File: src/rtl/muldiv_iter_div.sv
// Iterative radix-2 restoring divider for RV32M DIV/DIVU/REM/REMU; stalls the pipeline while busy.
// Optional last-result cache enabled by defining MULDIV_DIV_CACHE_EN.
`timescale 1ns/1ps
module muldiv_iter_div #(
  parameter int unsigned WIDTH = 32
) (
  input  logic             clk,
  input  logic             rst_n,
  input  logic             start,
  input  logic [1:0]       op,
  input  logic [WIDTH-1:0] a,
  input  logic [WIDTH-1:0] b,
  input  logic             kill,
  output logic             busy,
  output logic             done,
  output logic [WIDTH-1:0] result
);

  localparam int unsigned CntW = (WIDTH > 1) ? $clog2(WIDTH) : 1;
  localparam logic [1:0] StIdle = 2'd0;
  localparam logic [1:0] StCalc = 2'd1;
  localparam logic [1:0] StFix  = 2'd2;
  localparam logic [1:0] StDone = 2'd3;
  localparam logic [WIDTH-1:0] MinNeg  = {1'b1, {(WIDTH-1){1'b0}}};
  localparam logic [CntW-1:0]  LastCnt = CntW'(WIDTH - 1);

  logic [1:0]       state_q, state_d;
  logic [CntW-1:0]  cnt_q, cnt_d;
  logic [WIDTH-1:0] quo_q, quo_d, rem_q, rem_d, div_q, div_d, result_q, result_d;
  logic             sel_rem_q, sel_rem_d, quo_neg_q, quo_neg_d, rem_neg_q, rem_neg_d;
  logic             special_q, special_d;

  logic             is_signed, a_neg, b_neg, div_zero, overflow, special_case, cache_hit;
  logic [WIDTH-1:0] a_mag, b_mag, quo_fix, rem_fix, cache_result;
  logic [WIDTH:0]   rem_sh, trial;

  assign is_signed    = ~op[0];
  assign a_neg        = is_signed & a[WIDTH-1];
  assign b_neg        = is_signed & b[WIDTH-1];
  assign a_mag        = a_neg ? -a : a;
  assign b_mag        = b_neg ? -b : b;
  assign div_zero     = (b == '0);
  assign overflow     = is_signed & (a == MinNeg) & (&b);
  assign special_case = div_zero | overflow;

  assign rem_sh  = {rem_q, quo_q[WIDTH-1]};
  assign trial   = rem_sh - {1'b0, div_q};
  assign quo_fix = quo_neg_q ? -quo_q : quo_q;
  assign rem_fix = rem_neg_q ? -rem_q : rem_q;

`ifdef MULDIV_DIV_CACHE_EN
  logic             cache_valid_q, cache_valid_d, cache_signed_q, cache_signed_d;
  logic             cur_signed_q, cur_signed_d;
  logic [WIDTH-1:0] cache_a_q, cache_a_d, cache_b_q, cache_b_d;
  logic [WIDTH-1:0] cache_quo_q, cache_quo_d, cache_rem_q, cache_rem_d;
  logic [WIDTH-1:0] cur_a_q, cur_a_d, cur_b_q, cur_b_d;

  // DIV/REM and DIVU/REMU share an entry: only raw operands and signedness must match.
  assign cache_hit    = cache_valid_q && (a == cache_a_q) && (b == cache_b_q) &&
                        (is_signed == cache_signed_q);
  assign cache_result = op[1] ? cache_rem_q : cache_quo_q;
`else
  assign cache_hit    = 1'b0;
  assign cache_result = '0;
`endif

  always_comb begin
    state_d   = state_q;
    cnt_d     = cnt_q;
    quo_d     = quo_q;
    rem_d     = rem_q;
    div_d     = div_q;
    result_d  = result_q;
    sel_rem_d = sel_rem_q;
    quo_neg_d = quo_neg_q;
    rem_neg_d = rem_neg_q;
    special_d = special_q;
`ifdef MULDIV_DIV_CACHE_EN
    cache_valid_d  = cache_valid_q;
    cache_signed_d = cache_signed_q;
    cache_a_d      = cache_a_q;
    cache_b_d      = cache_b_q;
    cache_quo_d    = cache_quo_q;
    cache_rem_d    = cache_rem_q;
    cur_signed_d   = cur_signed_q;
    cur_a_d        = cur_a_q;
    cur_b_d        = cur_b_q;
`endif
    unique case (state_q)
      StIdle: begin
        if (start) begin
          sel_rem_d = op[1];
          cnt_d     = '0;
`ifdef MULDIV_DIV_CACHE_EN
          cur_signed_d = is_signed;
          cur_a_d      = a;
          cur_b_d      = b;
`endif
          if (cache_hit) begin
            state_d  = StDone;
            result_d = cache_result;
          end else if (special_case) begin
            // Final values preloaded so FIX passes them through unchanged.
            state_d   = StFix;
            quo_d     = div_zero ? '1 : MinNeg;
            rem_d     = div_zero ? a : '0;
            quo_neg_d = 1'b0;
            rem_neg_d = 1'b0;
            special_d = 1'b1;
          end else begin
            state_d   = StCalc;
            quo_d     = a_mag;
            rem_d     = '0;
            div_d     = b_mag;
            quo_neg_d = a_neg ^ b_neg;
            rem_neg_d = a_neg;
            special_d = 1'b0;
          end
        end
      end
      StCalc: begin
        rem_d = trial[WIDTH] ? rem_sh[WIDTH-1:0] : trial[WIDTH-1:0];
        quo_d = {quo_q[WIDTH-2:0], ~trial[WIDTH]};
        cnt_d = cnt_q + 1'b1;
        if (cnt_q == LastCnt) state_d = StFix;
      end
      StFix: begin
        state_d  = StDone;
        result_d = sel_rem_q ? rem_fix : quo_fix;
`ifdef MULDIV_DIV_CACHE_EN
        if (!special_q) begin
          cache_valid_d  = 1'b1;
          cache_signed_d = cur_signed_q;
          cache_a_d      = cur_a_q;
          cache_b_d      = cur_b_q;
          cache_quo_d    = quo_fix;
          cache_rem_d    = rem_fix;
        end
`endif
      end
      StDone:  state_d = StIdle;
      default: state_d = StIdle;
    endcase
    if (kill) begin
      state_d  = StIdle;
      result_d = result_q;
`ifdef MULDIV_DIV_CACHE_EN
      cache_valid_d = 1'b0;
`endif
    end
  end

  always_ff @(posedge clk or negedge rst_n) begin
    if (!rst_n) begin
      state_q   <= StIdle;
      cnt_q     <= '0;
      quo_q     <= '0;
      rem_q     <= '0;
      div_q     <= '0;
      result_q  <= '0;
      sel_rem_q <= 1'b0;
      quo_neg_q <= 1'b0;
      rem_neg_q <= 1'b0;
      special_q <= 1'b0;
    end else begin
      state_q   <= state_d;
      cnt_q     <= cnt_d;
      quo_q     <= quo_d;
      rem_q     <= rem_d;
      div_q     <= div_d;
      result_q  <= result_d;
      sel_rem_q <= sel_rem_d;
      quo_neg_q <= quo_neg_d;
      rem_neg_q <= rem_neg_d;
      special_q <= special_d;
    end
  end

`ifdef MULDIV_DIV_CACHE_EN
  always_ff @(posedge clk or negedge rst_n) begin
    if (!rst_n) begin
      cache_valid_q  <= 1'b0;
      cache_signed_q <= 1'b0;
      cache_a_q      <= '0;
      cache_b_q      <= '0;
      cache_quo_q    <= '0;
      cache_rem_q    <= '0;
      cur_signed_q   <= 1'b0;
      cur_a_q        <= '0;
      cur_b_q        <= '0;
    end else begin
      cache_valid_q  <= cache_valid_d;
      cache_signed_q <= cache_signed_d;
      cache_a_q      <= cache_a_d;
      cache_b_q      <= cache_b_d;
      cache_quo_q    <= cache_quo_d;
      cache_rem_q    <= cache_rem_d;
      cur_signed_q   <= cur_signed_d;
      cur_a_q        <= cur_a_d;
      cur_b_q        <= cur_b_d;
    end
  end
`endif

  assign busy   = (state_q != StIdle);
  assign done   = (state_q == StDone);
  assign result = result_q;

endmodule

File: config.mk
export PLATFORM = sky130hd
export DESIGN_NAME = muldiv_iter_div
export DESIGN_NICKNAME = d
export VERILOG_FILES = /design/src/rtl/muldiv_iter_div.sv
export SDC_FILE = /design/constraint.sdc
export NUM_CORES = 1
export LEC_CHECK = 0
export BUFFER_PORTS_ARGS = -buffer_cell sky130_fd_sc_hd__buf_2
export CAP_MARGIN = 20
export CORE_MARGIN = 8
export CORE_UTILIZATION = 30
export DETAILED_ROUTE_END_ITERATION = 8
export PLACE_DENSITY_LB_ADDON = 0.2
export RECOVER_POWER = 50
export SYNTH_ARGS = -nofsm -noshare
export SYNTH_HDL_FRONTEND = slang
export SYNTH_SLANG_ARGS = --single-unit
File: constraint.sdc
create_clock -name clk -period 3.8 [get_ports clk]
set_clock_uncertainty 0.15 [all_clocks]
set_input_delay 0.38 -clock clk [delete_from_list [all_inputs] [get_ports clk]]
set_output_delay 0.38 -clock clk [all_outputs]
set_load 0.02 [all_outputs]
; Word level (Yosys, flattened, before mapping)
; Cells that the tools add are included.
; Widths: inputs -> output; s select.
[word_totals]
register_bits = 138
input_bits = 70
output_inout_bits = 34
wordCells = 66
[classes]
n_addsub = 6
eq_ne = 8
muxes = 23
bitwise_logic = 10
reduce_logical = 10
[op_table]
columns = operator, n
row1 = $mux 32, 11
row2 = $neg 32->32, 4
row3 = $pmux 32 s2, 2
row4 = $sub 33x32->33, 1
row5 = $eq 32x32->1 const B, 1
row6 = $logic_not 32->1, 1
row7 = $reduce_and 32->1, 1
row8 = $mux 31, 1
row9 = $pmux 5 s2, 1
row10 = $mux 2, 4
row11 = $pmux 2 s4, 1
row12 = $reduce_and 2->1, 4
row13 = $ne 3x3->1 const B, 2
row14 = $add 5x1->5 const B, 1
row15 = $eq 5x5->1 const B, 1
row16 = $mux 5, 1
row17 = $and 1x1->1, 4
row18 = $eq 2x2->1 const B, 2
row19 = $not 1->1, 4
row20 = $reduce_bool 2->1, 2
row21 = $reduce_and 3->1, 1
row22 = $eq 2x1->1 const B, 1
row23 = $logic_not 2->1, 1
row24 = $mux 1, 2
row25 = other kinds (3), 3

; Depth between registers and ports, before layout
; Gate-level depths: netlist of the first run.
[logic_depth]
depth_word = 8
mapped_depth = 13
ltp_nobuf = 12

; Worst setup path before layout of the first run
; No wires, ideal clock.
[synth_timing]
kind = flip-flop to flip-flop
startpoint = register quo_q[31]
endpoint = register rem_q[11]
setup_time_ns = 0.119
arrival_time_ns = 3.065
t_required_ns = 3.531
slack_ns = 0.466
path_stages_with_launch = 14
n_path_buf = 1
synth_period_minus_slack_ns = 3.334
cell_sequence = dfrtp_1 inv_1 ha_1 fa_1 nand2b_1 a21oi_1 o311ai_0 a21oi_1 o21ai_0 xnor2_1 clkbuf_1 mux2i_1 o21ai_0 o21a_1
[synth_between]
elab_chain_len = 3
[synth_rtl]
columns = element, line_no
row1 = from (decl), 29  ; logic [WIDTH-1:0] quo_q, quo_d, rem_q, rem_d, div_q, div_d, result_q, result_d;
row2 = from (signal assigned), 168  ; quo_q <= quo_d;
row3 = $sub 33x32->33, 47  ; assign trial = rem_sh - {1'b0, div_q};
row4 = $mux 32, 122  ; rem_d = trial[WIDTH] ? rem_sh[WIDTH-1:0] : trial[WIDTH-1:0];
row5 = $pmux 32 s2, 89  ; unique case (state_q)
row6 = to (signal assigned), 169  ; rem_q <= rem_d;
row7 = to (decl), 29
; Every way passes these cells.
; A chain may end at the register's enable or synchronous reset.

; Worst setup path after layout of the first run
[layout_timing]
startpoint = register rem_q[20]
endpoint = register result_q[30] (netlist: result[30])
[layout_between]
elab_chain_len = 3
[layout_rtl]
columns = element, line_no
row1 = $neg 32->32, 49  ; assign rem_fix = rem_neg_q ? -rem_q : rem_q;
row2 = $mux 32, 49
row3 = $mux 32, 129  ; result_d = sel_rem_q ? rem_fix : quo_fix;
row4 = to (signal assigned), 171  ; result_q <= result_d;
row5 = to (decl), 29
; Every way passes these cells.

==> results of run 1 <==
worst paths after layout:
path | to | slack, ps
max reg2reg | result[30] | 280
min | sel_rem_q | 50
min reg2reg | result[9] | 320
min in group asynchronous | result[8] | 790
max | result[30] | 280
max in group asynchronous | rem_q[30] | 770
cells by family after synthesis:
logic type | after synthesis | share of synthesized area (%)
adder cells (fa/ha/maj) | 44 | 5.13
AND/OR/NAND/NOR | 451 | 19.7
flip-flops | 138 | 31.7
AO/OA/AOI/OAI | 474 | 25.6
buffers and inverters | 140 | 4.90
multiplexers | 18 | 1.69
XOR/XNOR | 140 | 11.3
flip-flops by register name, indices dropped and copies added (netlist names):
register,cells
quo_q,32
state_q,2
sel_rem_q,1
cnt_q,5
quo_neg_q,1
rem_q,32
result,32
rem_neg_q,1
div_q,32
per-stage QoR:
stage                     worst slack, ps  power [mW]
after floorplan                       466        8.12
after global placement                385        10.5
after detailed placement              361        10.5
after CTS                             342        12.4
after global routing                 22.3        13.5
final                                 283        12.3
final cells by class:
type / count / area [um2] / share of cell area [%]
clock inverter: 14 / 195 / 1.53
sequential: 138 / 3450 / 27.0
clock buffer: 18 / 429 / 3.36
tap: 461 / 577 / 4.51
multi-input combinational: 1127 / 6950 / 54.4
timing repair buffer: 157 / 948 / 7.42
inverter: 60 / 225 / 1.76
cell usage in the layout, fill, tap and decap left out, types with 22 or more instances in the layout:
cell type | netlist | layout
o21ai_0 | 183 | 182
nand2_1 | 172 | 172
a21oi_1 | 138 | 138
dfrtp_1 | 138 | 138
nor2_1 | 103 | 103
xnor2_1 | 72 | 71
buf_2 | 6 | 70
xor2_1 | 68 | 68
inv_1 | 60 | 60
buf_4 | 0 | 46
ha_1 | 43 | 43
clkbuf_1 | 72 | 33
nor3_1 | 33 | 32
o31ai_1 | 29 | 29
nand2b_1 | 23 | 22
routing by layer:
metal,GRT usage [%],vias to the layer above,share of wire [%]
li1,-,5218,-
met1,24.6,4927,49
met2,26.8,266,43
met3,2.70,50,4.7
met4,6.37,0,2.9
met5,0,-,0
timing repair:
| action | 4_1_cts | 5_1_grt |
|---|---|---|
| hold buffers | 2 | 0 |
| setup buffers | 0 | 0 |
| hold endpoints to repair | 71 | 0 |
critical path, delay by kind of cell (launching register included):
family | cells | cell delay (ps)
simple gates | 5 | 2060
xor+xnor | 1 | 260
flops | 1 | 480
compound gates | 3 | 450
power groups by stage:
| stage | logic (mW) | clock network, mW | registers [mW] |
|---|---|---|---|
| 3_5_place_dp | 7.64 | 0 | 2.90 |
| 3_3_place_gp | 7.63 | 0 | 2.88 |
| 2_1_floorplan | 5.26 | 0 | 2.86 |
| 4_1_cts | 7.68 | 1.86 | 2.88 |
| 6_report | 7.63 | 1.82 | 2.89 |
| 5_1_grt | 8.58 | 1.94 | 2.99 |
==> results by group, run 1 <==
Route
  – Starting DRT DRC Count: between 600 and 700
  – Vias: ~10000
  – Via density: 5.30
  – # DRC: 0
  – Wire per inst: 18.6 um
  – Antenna-violating nets left: 0
  – Final wirelength: ~37000 um
  – Drt pass-1 iters: 5

Critical path
  – Crit path cell chain: or4_4, or4_1, or2_1, or3_4, or4_4, o21ai_0, xor2_1, a21o_1, o21ai_0
  – Startpoint Class: flip-flop
  – Crit path kind: flip-flop to flip-flop
  – Arrival time worst endpoint: roughly 3700 ps
  – Crit path max fanout: 5
  – Crit-path max cell delay: 600 ps
  – R2R depth: 9
  – FF-to-FF Start: rem_q[20]
  – Worst Path Required: between 3000 and 4000 ps
  – CP Launch Point: rem_q[20]
  – CP endpoint kind: flip-flop
  – Slowest-stage cell, CP: or4_4

Clock network
  – Worst-case clock buffer depth: 2
  – CTS buffer count: 17
  – Worst skew pair latency: approximately 430 ps
  – Clock tree root driver cell: clkbuf_16
  – TritonCTS clock tree: done
  – # resized after CTS: 0
  – Worst-path clk slew: around 60 ps
  – CTS sink count: around 140
  – Clock H-tree levels: 4

Floorplanning
  – IO Pins: around 100
  – Die W: around 210 um
  – Die height: about 210 um
  – Core Box Area: between 30000 and 40000 um2
  – Initial core utilization: between 30% and 40%
  – Placement Rows: just under 70
  – Die area: about 43000 um2

Timing
  – Unrepaired setup endpoints after global routing: false
  – Final Hold Violating Endpoints: 0
  – Final min period: around 3500 ps
  – Relative slew slack: -19.9%
  – Fin Hold WS: between 40 and 50 ps
  – Max Freq: ~280 MHz
  – Period utilization: approximately 93%
  – Slew @ Worst Pin: between 1500 and 2000 ps
  – Setup violators final: 0
  – TNS Setup: 0 ps
  – Max-slew violation count: between 70 and 80

Synthesis
  – Primary FF master, synth: dfrtp_1
  – Post-synth EDFFs: 0
  – Sequential fraction of the synthesis area: a little under a third
  – Most common cell in the netlist: o21ai_0
  – Ys Warns: 0
  – Commonest cells post-synth: 183 x o21ai_0, 172 x nand2_1, 138 x a21oi_1, 138 x dfrtp_1, 103 x nor2_1
  – Syn Nets: 1519
  – Post-synth top area cell: dfrtp_1
  – Synth top area share: a little under a third
  – Largest cells by area after synthesis: dfrtp_1 32%, o21ai_0 8.4%, a21oi_1 6.3%
  – Synth Instances: around 1400
  – Yosys cell types: 65
  – Number of synthesized register bits: about 140
  – Ys async rst share: 100%
  – Avg Cell Area, Syn: a little under 8 um2
  – Post-synth design cell area: ~11000 um2

Min path
  – Tightest Hold Check Type: input port to flip-flop
  – Hold path depth: 2
  – Min-delay src: op[1]

Status
  – Failing checks: capacitance limit, slew limit
  – Status: finished with violations

Power
  – P_sw: 6.14 mW
  – Power Internal: about 6.2 mW
  – Sequential share of power: between 20% and 30%
  – Worst vdd ir: between 0.0003 and 0.0004 V
  – Comb pwr share: 61.8%
  – Pleak: ~5.4 nW
  – Pwr per Cell Area: 966 nW/um2
  – Clk network pwr share: approximately 15%
  – Sw frac: roughly 50%

Placement
  – Dpl hpwl: ~29000 um
  – Port buffer count: approximately 100
  – Placer's final routability congestion estimate: slightly below 0.9
  – Placed instance area: about 12000 um2
  – Dpl cells: between 1500 and 2000

Global routing
  – GRT Total Usage: between 15 and 20%
  – Initial antenna violation count: 0
  – Vias in the first global route: around 10000
  – Total grt overflow: 0
  – Largest net degree at the start of global routing: 71
  – First-pass GRT wire length: around 59000 um

Layout
  – Non-filler cells, final: a little under 2000
  – Fillcell total: 3800
  – Syn-to-layout area delta: 17.4%
  – Final Cell Area: roughly 13000 um2
  – Fin nets: 1615
  – Final design utilization: a little over a third
  – Share of layout cells above drive strength 1: a little under an eighth
  – ANT cells: 0

Job
  – Max Cap Viol: 1
Note: power is estimated with default switching activity, not from simulation.
==> run 2, diff against run 1 <==
Settings changed: CORE_UTILIZATION 30 to 46, CTS_CLUSTER_SIZE from default to 8.
==> results by group, run 2 (synthesized netlist as in run 1, its figures left out) <==
Floorplanning
  – Placement Rows: 56 (-19%)
  – Die height: 170 um (-18%)
  – IO Pins: 104 (unchanged)
  – Die W: 170 um (-18%)
  – Core Box Area: 23300 um2 (-35%)
  – Initial core utilization: 46.6% (+16 points)
  – Die area: 28800 um2 (-32%)

Route
  – Final wirelength: 32800 um (-10%)
  – Via density: 5.73 (+8.2%)
  – Starting DRT DRC Count: 803 (+27%)
  – Vias: 10400 (-0.26%)
  – Antenna-violating nets left: 0 (unchanged)
  – Wire per inst: 18.0 um (-2.9%)
  – # DRC: 0 (unchanged)
  – Drt pass-1 iters: 7 (+2)

Clock network
  – CTS sink count: 138 (unchanged)
  – TritonCTS clock tree: done
  – Worst-case clock buffer depth: 2 (unchanged)
  – Clock tree root driver cell: clkbuf_16
  – CTS buffer count: 17 (unchanged)
  – Setup Fix Bufs, Post-CTS: 0 (unchanged)
  – Worst skew pair latency: 430 ps (about the same)
  – Worst-path clk slew: 60 ps (about the same)
  – Clock H-tree levels: 4 (unchanged)

Job
  – Max Cap Viol: 1 (unchanged)

Global routing
  – GR Util met3: 2.72% (+0.026 points)
  – First-pass GRT wire length: 53300 um (-8.9%)
  – Largest net degree at the start of global routing: 94 (+32%)
  – GRT Total Usage: 23.0% (+5.5 points)
  – GRT met1 Usage: 31.4% (+6.8 points)
  – Vias in the first global route: 10100 (-1.7%)
  – GRT busiest layer: met2
  – GR Util met2: 36.7% (+9.8 points)
  – Total grt overflow: 0 (unchanged)
  – Initial antenna violation count: 0 (unchanged)

Placement
  – Placed instance area: 11900 um2 (-2.1%)
  – Dpl hpwl: 25400 um (-12%)
  – Port buffer count: 103 (unchanged)
  – Dpl cells: 1791 (-7.7%)
  – Placer's final routability congestion estimate: 0.899 (+0.59%)
  – DP Worst Slack: 357 ps (-4.79 ps)

Critical path
  – Worst Path Required: 3950 ps (about the same)
  – Arrival time worst endpoint: 3660 ps (about the same)
  – Startpoint Class: flip-flop
  – Slowest-stage cell, CP: or4_4
  – Crit-path max cell delay: 600 ps (about the same)
  – Crit path max fanout: 5 (unchanged)
  – Crit path cell chain: or4_4, or4_1, or2_1, or3_4, or4_4, o21ai_0, xor2_1, a21o_1, o21ai_0
  – CP endpoint kind: flip-flop
  – Crit path kind: flip-flop to flip-flop

Status
  – Status: finished with violations
  – Failing checks: capacitance limit, slew limit

Timing
  – Max-slew violation count: 93 (+31%)
  – Max Freq: 286 MHz (+0.47%)
  – Relative slew slack: -57.7% (-38 points)
  – TNS Setup: 0 ps (unchanged)
  – Unrepaired setup endpoints after global routing: false
  – Final Hold Violating Endpoints: 0 (unchanged)
  – Period utilization: 92.1% (-0.43 points)
  – Worst setup margin: 299 ps (+16.4 ps)
  – Fin Hold WS: 21.7 ps (-25.1 ps)
  – Final min period: 3500 ps (-16.4 ps)
  – Setup violators final: 0 (unchanged)
  – Slew @ Worst Pin: 2370 ps (+567 ps)

Layout
  – Reg area: 3450 um2 (unchanged)
  – Non-filler cells, final: 1821 (-7.8%)
  – Commonest non-fill, non-tap cells in the layout: 182 x o21ai_0, 172 x nand2_1, 138 x a21oi_1, 138 x dfrtp_1, 103 x nor2_1
  – Final Cell Area: 12500 um2 (-2.0%)
  – Final design utilization: 53.7% (+18 points)
  – Share of layout cells above drive strength 1: 11.1% (-0.57 points)
  – Area of the multi-input gates: 6940 um2 (-0.13%)
  – ANT cells: 0 (unchanged)
  – Fillcell total: 2249 (-41%)
  – Commonest non-fill, non-tap cell in the layout: o21ai_0
  – Fin nets: 1606 (-0.56%)
  – Syn-to-layout area delta: 15.1%

Power
  – Power, Total: 12.1 mW (-1.7%)
  – Worst vdd ir: 0.000487 V (+46%)
  – Pleak: 5.36 nW (-0.96%)
  – Pwr per Cell Area: 969 nW/um2 (+0.37%)

Min path
  – Tightest Hold Check Type: input port to flip-flop
[run 2: cell types whose count changed in the layout (fill, tap and decap cells not counted), sizes merged]
cell	previous run	this run
buf	121	114
clkbuf	52	54
clkinv	7	3
dlygate4sd3	2	1
inv	62	60
[run 2: where the power goes]
part           internal [mW]  total [mW]  switching [mW]
sequential              2.15        2.92           0.777
clock                   1.15        1.79           0.638
combinational           2.89        7.42            4.53
total                   6.19        12.1            5.95
[run 2: worst paths after layout]
| check | from | endpoint | slack, ps | depth (start not counted) |
|---|---|---|---|---|
| worst max-delay path | rem_q[20] | result[30] | 300 | 9 |
| worst min-delay path | kill | state_q[1] | 20 | 2 |
| worst max register to register | rem_q[20] | result[30] | 300 | 9 |
| worst min register to register | result[6] | result[6] | 320 | 2 |
| max in group asynchronous | rst_n | rem_q[31] | 1050 | 2 |
| min in group asynchronous | rst_n | result[6] | 1070 | 2 |
[run 2: metal layers]
metal | vias up | share of wire [%]
met5 | - | 0
met4 | 0 | 2.9
met3 | 53 | 5.4
met2 | 333 | 45
met1 | 4857 | 47
li1 | 5191 | -
[run 2: repair_timing]
item,4_1_cts,5_1_grt
resized for setup,0,0
endpoints found under the hold margin,92,0
hold buffers,1,0
[run 2: worst max-delay path, delay by kind of cell, from the launching register on]
| kind | cells | cell delay, ps |
|---|---|---|
| flip-flops | 1 | 460 |
| AO/OA/AOI/OAI | 3 | 420 |
| XOR/XNOR | 1 | 260 |
| AND/OR/NAND/NOR | 5 | 2100 |
[run 2: final cells by class]
cell class / count / share of cell area, %
multi-input cells: 1127 / 55.4
flip-flops and latches: 138 / 27.6
repair buffers: 148 / 7.02
clock buffers: 21 / 3.84
well taps: 319 / 3.19
inverters: 60 / 1.80
clock inverters: 8 / 1.14
==> run 3, diff against run 2 <==
--- a/config.mk
+++ b/config.mk
@@ -10,3 +10,3 @@
 export CORE_MARGIN = 8
-export CORE_UTILIZATION = 46
+export CORE_UTILIZATION = 40
 export CTS_CLUSTER_SIZE = 8
==> constraint.sdc (replaced) <==
create_clock -name clk -period 3.8 [get_ports clk]
set_clock_uncertainty 0.15 [all_clocks]
set_input_delay 0.19 -clock clk [delete_from_list [all_inputs] [get_ports clk]]
set_output_delay 0.19 -clock clk [all_outputs]
set_load 0.02 [all_outputs]
==> results by group, run 3 (synthesized netlist as in run 1, its figures left out) <==
Status
  – Status: finished with violations
  – Failing checks: capacitance limit, slew limit

Min path
  – Tightest Hold Check Type: input port to flip-flop

Clock network
  – Clock H-tree levels: 4 (unchanged)
  – Worst-case clock buffer depth: 2 (unchanged)
  – CTS sink count: 138 (unchanged)
  – Worst skew pair latency: 420 ps (about the same)
  – Worst-path clk slew: 60 ps (about the same)
  – Clock tree root driver cell: clkbuf_16
  – CTS buffer count: 17 (unchanged)
  – TritonCTS clock tree: done

Global routing
  – Largest net degree at the start of global routing: 86 (-8.5%)
  – Vias in the first global route: 10200 (+1.1%)
  – GRT Total Usage: 21.2% (-1.8 points)
  – First-pass GRT wire length: 56300 um (+5.5%)
  – Total grt overflow: 0 (unchanged)
  – Initial antenna violation count: 0 (unchanged)

Critical path
  – CP endpoint kind: flip-flop
  – Crit path kind: input port to flip-flop
  – Buf/Inv on CP: 2 (+2)
  – Arrival time worst endpoint: 3640 ps (-20 ps)
  – Crit path cell chain: dlygate4sd3_1, buf_2, or4_1, or3_1, nor3_1, nand2_1, o41ai_1, nor3_1, a2111oi_0, o21ai_0
  – Top Family by Delay on Critical Path: simple AND/OR/NAND/NOR gates
  – Critical Path Most Common Cell: nor3_1
  – Crit-path max cell delay: 540 ps (-60 ps)
  – Slowest-stage cell, CP: dlygate4sd3_1
  – Worst Path Required: 3940 ps (about the same)
  – Startpoint Class: input port
  – Crit path max fanout: 4 (-1)

Placement
  – Port buffer count: 103 (unchanged)
  – Dpl hpwl: 27100 um (+6.9%)
  – Placed instance area: 12000 um2 (+0.86%)
  – Placer's final routability congestion estimate: 0.918 (+2.1%)
  – Dpl cells: 1823 (+1.8%)
  – DP Worst Slack: 376 ps (+19.2 ps)

Layout
  – Final design utilization: 48.3% (-5.3 points)
  – Share of layout cells above drive strength 1: 11.6% (+0.45 points)
  – Fin nets: 1649 (+2.7%)
  – Syn-to-layout area delta: 19.0%
  – Final Cell Area: 13000 um2 (+3.5%)
  – Non-filler cells, final: 1888 (+3.7%)
  – ANT cells: 0 (unchanged)
  – Commonest non-fill, non-tap cell in the layout: o21ai_0
  – Commonest non-fill, non-tap cells in the layout: 182 x o21ai_0, 172 x nand2_1, 138 x a21oi_1, 138 x dfrtp_1, 103 x nor2_1

Timing
  – Relative slew slack: -47.7% (+10 points)
  – TNS Setup: 0 ps (unchanged)
  – Final min period: 3500 ps (+1.38 ps)
  – Slew @ Worst Pin: 2210 ps (-151 ps)
  – Max-slew violation count: 86 (-7.5%)
  – Unrepaired setup endpoints after global routing: false
  – Worst setup margin: 298 ps (-1.38 ps)
  – Final Hold Violating Endpoints: 0 (unchanged)
  – Max Freq: 286 MHz (about the same)
  – Period utilization: 92.2% (about the same)
  – Setup violators final: 0 (unchanged)

Job
  – Max Cap Viol: 1 (unchanged)

Floorplanning
  – Placement Rows: 60 (+7.1%)
  – Die area: 32700 um2 (+14%)
  – Die height: 181 um (+6.6%)
  – Die W: 181 um (+6.6%)
  – Initial core utilization: 40.6% (-6.0 points)
  – Core Box Area: 26800 um2 (+15%)
  – IO Pins: 104 (unchanged)

Route
  – Via density: 5.65 (-1.4%)
  – Drt pass-1 iters: 6 (-1)
  – Antenna-violating nets left: 0 (unchanged)
  – Final wirelength: 35100 um (+6.8%)
  – Starting DRT DRC Count: 769 (-4.2%)
  – Vias: 10700 (+2.3%)
  – # DRC: 0 (unchanged)
  – Wire per inst: 18.6 um (+3.0%)

Power
  – Pleak: 5.55 nW (+3.5%)
  – Worst vdd ir: 0.000501 V (+3.0%)
  – Pwr per Cell Area: 958 nW/um2 (-1.2%)
==> run 3: cell type report <==
| type | instances | area [um2] |
|---|---|---|
| fill | 2677 | 13800 |
| multi-input combinational | 1127 | 6940 |
| timing repair buffer | 191 | 1270 |
| tap | 341 | 427 |
| clock inverter | 11 | 169 |
| clock buffer | 20 | 467 |
| inverter | 60 | 225 |
| sequential | 138 | 3450 |
==> run 3: final timing paths <==
kind                         endpoint  cells after the start       from  slack, ps
hold / removal              div_q[24]                      4      b[24]         10
setup reg to reg             rem_q[4]                     15  quo_q[31]        340
hold reg to reg             result[3]                      2  result[3]        320
min in group asynchronous  result[12]                      2      rst_n        760
setup / recovery            quo_q[25]                     10       a[5]        300
max in group asynchronous   quo_q[30]                      3      rst_n        890
==> run 3: timing repair <==
item                                   4_1_cts  5_1_grt
gates resized for setup                      0        0
hold buffers                                34        0
setup buffers                                0        0
endpoints found under the hold margin      118        0
setup endpoints to repair                    0        0
==> run 3: worst reg2reg max path, cell delays in order (launching register included) <==
cell      delay [ps]
dfrtp_1          390
inv_1             80
ha_1             230
fa_1             390
nand2b_1         200
a21oi_1          220
o311ai_0         160
buf_4            170
a21oi_1          200
o21ai_0          120
buf_4            160
xnor2_2          210
buf_12           210
mux2i_1          220
o21ai_0           90
o21a_1           130
==> run 3: where the power goes <==
group | total (mW) | internal (mW) | switching, mW
Clock | 1.82 | 1.15 | 0.672
Combinational | 7.76 | 3.01 | 4.75
Sequential | 2.83 | 2.15 | 0.685
Total | 12.4 | 6.30 | 6.11
==> run 3: per-layer routing <==
layer  up-vias  global-route usage (%)  part of all wire (%)  wire [um]
met5         -                       0                     0          0
met4         0                    6.66                   2.0        719
met3        40                    3.11                   6.3       2200
met2       359                    34.3                    45      15800
met1      5004                    28.8                    47      16400
li1       5267                       -                     -          -
==> run 3: through the flow <==
step           hold slack (ps)  power (mW)
6_report                  10.6        12.4
5_1_grt                   27.5        13.5
4_1_cts                   2.13        12.4
3_5_place_dp               170        10.5
3_3_place_gp               162        10.5
2_1_floorplan             -256        8.12
